--- config.mk ---
export PLATFORM = sky130hd
export DESIGN_NAME = simd_result_writer
export DESIGN_NICKNAME = d
export VERILOG_FILES = /design/src/rtl/simd_result_writer.sv
export SDC_FILE = /design/constraint.sdc
export NUM_CORES = 1
export LEC_CHECK = 0
export BUFFER_PORTS_ARGS = -buffer_cell sky130_fd_sc_hd__buf_4
export CAP_MARGIN = 25
export CORE_MARGIN = 1.5
export CORE_UTILIZATION = 48
export CTS_BUF_LIST = sky130_fd_sc_hd__clkbuf_4 sky130_fd_sc_hd__clkbuf_8
export DETAILED_ROUTE_END_ITERATION = 8
export PLACE_DENSITY = 0.78
export SLEW_MARGIN = 20
export SYNTH_ARGS = -nofsm -noshare
export SYNTH_HDL_FRONTEND = slang
export SYNTH_SLANG_ARGS = --single-unit
--- constraint.sdc ---
create_clock -name clk -period 2.1 [get_ports clk]
set_input_delay 0.42 -clock clk [delete_from_list [all_inputs] [get_ports clk]]
set_output_delay 0.42 -clock clk [all_outputs]
set_load 0.02 [all_outputs]
--- src/rtl/simd_result_writer.sv ---
// simd_result_writer: captures one SIMD result vector and writes its lanes to memory one word per accepted write
module simd_result_writer #(
    parameter int ALUWIDTH  = 4,
    parameter int ADDRWIDTH = 8
) (
    input  logic                  clk,
    input  logic                  reset_n,
    input  logic                  in_valid,
    output logic                  in_ready,
    input  logic [32*ALUWIDTH-1:0] result_s,
    input  logic [ALUWIDTH-1:0]   iszero_s,
    input  logic [ALUWIDTH-1:0]   overflow_s,
    input  logic [ADDRWIDTH-1:0]  base_addr,
    output logic                  mem_we,
    input  logic                  mem_ready,
    output logic [ADDRWIDTH-1:0]  mem_addr,
    output logic [31:0]           mem_wdata,
    output logic                  done,
    output logic [ALUWIDTH-1:0]   zero_mask,
    output logic [ALUWIDTH-1:0]   ovf_mask,
    output logic                  any_ovf
);
    localparam int LW = ALUWIDTH > 1 ? $clog2(ALUWIDTH) : 1;

    typedef enum logic [1:0] {IDLE, WRITE, DONE} state_t;

    state_t                 state_q, state_d;
    logic [LW-1:0]          lane_q, lane_d;
    logic [32*ALUWIDTH-1:0] lanes_q, lanes_d;
    logic [ADDRWIDTH-1:0]   base_q, base_d;
    logic [ALUWIDTH-1:0]    zero_q, zero_d;
    logic [ALUWIDTH-1:0]    ovf_q, ovf_d;
    logic                   last;

    assign last = lane_q == LW'(ALUWIDTH - 1);

    always_comb begin
        state_d = state_q;
        lane_d  = lane_q;
        lanes_d = lanes_q;
        base_d  = base_q;
        zero_d  = zero_q;
        ovf_d   = ovf_q;
        if (state_q == IDLE && in_valid && in_ready) begin
            state_d = WRITE;
            lane_d  = '0;
            lanes_d = result_s;
            base_d  = base_addr;
            zero_d  = iszero_s;
            ovf_d   = overflow_s;
        end
        // a lane advances only when the memory accepts the current write
        if (state_q == WRITE && mem_ready) begin
            state_d = last ? DONE : WRITE;
            lane_d  = last ? lane_q : lane_q + LW'(1);
        end
        if (state_q == DONE) state_d = IDLE;
    end

    always_ff @(posedge clk) begin
        if (!reset_n) begin
            state_q <= IDLE;
            lane_q  <= '0;
            lanes_q <= '0;
            base_q  <= '0;
            zero_q  <= '0;
            ovf_q   <= '0;
        end else begin
            state_q <= state_d;
            lane_q  <= lane_d;
            lanes_q <= lanes_d;
            base_q  <= base_d;
            zero_q  <= zero_d;
            ovf_q   <= ovf_d;
        end
    end

    assign in_ready  = reset_n && state_q == IDLE;
    assign mem_we    = state_q == WRITE;
    assign done      = state_q == DONE;
    assign mem_addr  = base_q + ADDRWIDTH'(lane_q);
    assign mem_wdata = lanes_q[32*lane_q +: 32];
    assign zero_mask = zero_q;
    assign ovf_mask  = ovf_q;
    assign any_ovf   = |ovf_q;
endmodule

==> impl_metrics.json <==
{
  "outcome": "finished with violations",
  "failed_checks": "setup timing",
  "cts_hold_repair.buffers": 0,
  "highest_layer": "met4",
  "wirelength_um": 16240,
  "worstSetupPathType": "flop to output port",
  "routedWlPerCell_um": 14.97,
  "area_growth_pct": 35.25,
  "hold_depth": 3,
  "arrival_ns": 1.84,
  "dr.pass1.iters": 4,
  "ios": 200,
  "worstPathCellList": "ha_4 -> inv_2 -> fa_2 -> nor3_4 -> xor2_2 -> buf_6",
  "final_cell_area_sq_um": 8915,
  "dieArea_sq_um": 14440,
  "finalSetupViolCount": 38,
  "cts.path.max_buffers": 2,
  "critPathRequiredTime_ns": 1.68,
  "power.density_nw_per_um2": 731.9,
  "max_stage_delay_ns": 0.40,
  "synth_cells": 713,
  "first_global_vias": 5092,
  "power_switching_share_pct": 23.64,
  "grt-ovfl-total": 0,
  "m1WireLength_um": 7221,
  "vias_per_cell": 5.004,
  "syn_area_sq_um": 6591,
  "most-common-layout-cells": "nand2_1 (297), buf_4 (174), dfxtp_1 (145)",
  "fin_crit_ns": 2.257,
  "intPower_w": 0.004983,
  "ys_types": 34,
  "place_area_sq_um": 8127,
  "clock-sinks": 148,
  "async_reset_ff_share_pct": 0,
  "fill_cells": 1113,
  "die_w_um": 120.2,
  "rsz0062_at_grt": "true",
  "met3_length_um": 807,
  "cp-start-kind": "flop",
  "grt_util_all_layers_pct": 22.15,
  "seq_power_share_pct": 46.1,
  "maxCapViolations": 0,
  "fin_crit_sh_pct": 107.5,
  "wl_met2_um": 7889,
  "cts_root_buf": "clkbuf_8",
  "yosys_warnings": 0,
  "clkPwrFrac_pct": 39.8,
  "p_leak_nw": 3.528,
  "ys_ff_latch": 148,
  "max_freq_ghz": 0.4430,
  "clock_skew_ns": 0.008924,
  "routabilityCongestion": 0.8041,
  "hp-class": "input pin to flop",
  "clk_pin_slew_ns": 0.08,
  "ys_seq_area_share_pct": 44.95,
  "hold_viol_final": 0,
  "cts_htree_levels": 4,
  "slew_headroom_pct": 46.80,
  "peakVddDrop_v": 0.0005254,
  "p_total_w": 0.006525,
  "pwr-share-comb_pct": 14.1,
  "postRouteAntennaNets": 0,
  "syn-num-nets": 865,
  "drt-initial-drc-count": 388,
  "slew_violations": 0,
  "cp_max_fo": 3,
  "p_switching_w": 0.001543,
  "fin_ws_ns": -0.1574,
  "grt_max_degree": 99,
  "stdcell_count": 1085,
  "clock_latency_ns": 0.44,
  "num_vias": 5429,
  "final_nets": 1047,
  "grt_pass1_wl_um": 25070,
  "r2r_cells": 7,
  "ys.flop_type": "dfxtp_1",
  "drc": 0,
  "coreArea_sq_um": 13350,
  "worstMarginPinSlew_ns": 0.7980,
  "rows": 42,
  "initial_core_util_pct": 49.38,
  "port_buffers": 199,
  "place_inst": 1044,
  "cts_tree": "built",
  "final_common_cell": "nand2_1",
  "die_h_um": 120.2,
  "drive_gt1_share_pct": 34.91,
  "syn_avg_cell_area_sq_um": 9.244,
  "antenna_found_initial": 1,
  "post-place-ws_ns": 0.1996,
  "worst_path_max_delay_cell": "fa_2",
  "hpwl_um": 10740,
  "cts_made_buffers": 17,
  "tns_ns": -2.706,
  "worstSetupEndpointType": "output port",
  "synth-edff-count": 0
}
[per-stage QoR]
step | utilization, % | hold slack [ns]
after floorplan | - | 0.4319
after global placement | 60.88 | 0.4396
after detailed placement | 60.88 | 0.4450
after CTS | 65.17 | 0.1990
after global routing | 66.79 | 0.1990
final | 66.79 | 0.2243
[cells in the mapped netlist (2+ instances only)]
cell type | n | share of area, %
inv_1 | 4 | 0.23
nor2b_1 | 3 | 0.28
ha_1 | 3 | 0.57
buf_4 | 15 | 1.7
a21boi_0 | 84 | 9.6
clkbuf_1 | 18 | 1.0
a21boi_1 | 40 | 4.6
dfxtp_1 | 148 | 45
xor2_1 | 2 | 0.27
buf_6 | 8 | 1.4
mux4_2 | 32 | 11
o22ai_1 | 2 | 0.19
nand2_1 | 297 | 17
a21boi_2 | 20 | 3.4
xnor2_1 | 4 | 0.53
buf_2 | 12 | 0.91
clkbuf_4 | 2 | 0.23
nor2_1 | 3 | 0.17
[state kept, by name, indices dropped and copies added (netlist names)]
signal     cells
lanes_q      128
base_q         8
zero_mask      4
lane_q         2
ovf_mask       4
state_q        2
[cell families after synthesis]
family,share of synthesized area [%]
AO/OA/AOI/OAI,18.03
XOR/XNOR,0.7973
adder cells (fa/ha/maj),0.8733
buffers and inverters,5.828
flip-flops,44.95
multiplexers,10.93
AND/OR/NAND/NOR,18.58
[power groups by stage]
stage | clock [W] | sequential, W | combinational, W
6_report | 0.00260 | 0.00301 | 0.000921
4_1_cts | 0.00265 | 0.00300 | 0.000879
5_1_grt | 0.00278 | 0.00302 | 0.000999
3_3_place_gp | 0 | 0.00307 | 0.000847
2_1_floorplan | 0 | 0.00305 | 0.000497
3_5_place_dp | 0 | 0.00307 | 0.000856
[metal layers]
metal,up-vias,GRT usage (%)
met5,-,0
met4,0,7.664
met3,17,5.377
met2,151,36.04
met1,2521,28.90
li1,2740,-
[cell type report]
class / count / area (sq um) / share of cell area [%]
repair buffers: 220 / 1921 / 21.54
clock buffers: 18 / 241.5 / 2.709
inverters: 4 / 15.01 / 0.1684
well taps: 176 / 220.2 / 2.470
multi-input cells: 504 / 3313 / 37.16
clock inverters: 14 / 232.7 / 2.611
diodes: 1 / 2.502 / 0.02807
flip-flops and latches: 148 / 2969 / 33.31
[timing repair]
item,in CTS,in global routing
pin swaps,6,8
gates cloned,1,2
hold endpoints to repair,0,0
gates resized for setup,14,40
setup buffers,3,2
setup endpoints to repair,36,39
[critical path: cells and delay by family, from the launching register on]
family | cells | cell delay (ns)
adders and majority gates | 2 | 0.55
xor gates and xnor gates | 1 | 0.15
DFF | 1 | 0.37
buffers and inverters | 2 | 0.16
and+or+nand+nor | 1 | 0.17
[final timing paths]
path	start	end	slack [ns]
max	base_q[0]	mem_addr[6]	-0.16
min	result_s[96]	lanes_q[96]	0.22
max reg2reg	lane_q[0]	lane_q[0]	0.25
min reg2reg	lanes_q[92]	lanes_q[92]	0.45
Note: power is estimated with default switching activity, not from simulation.
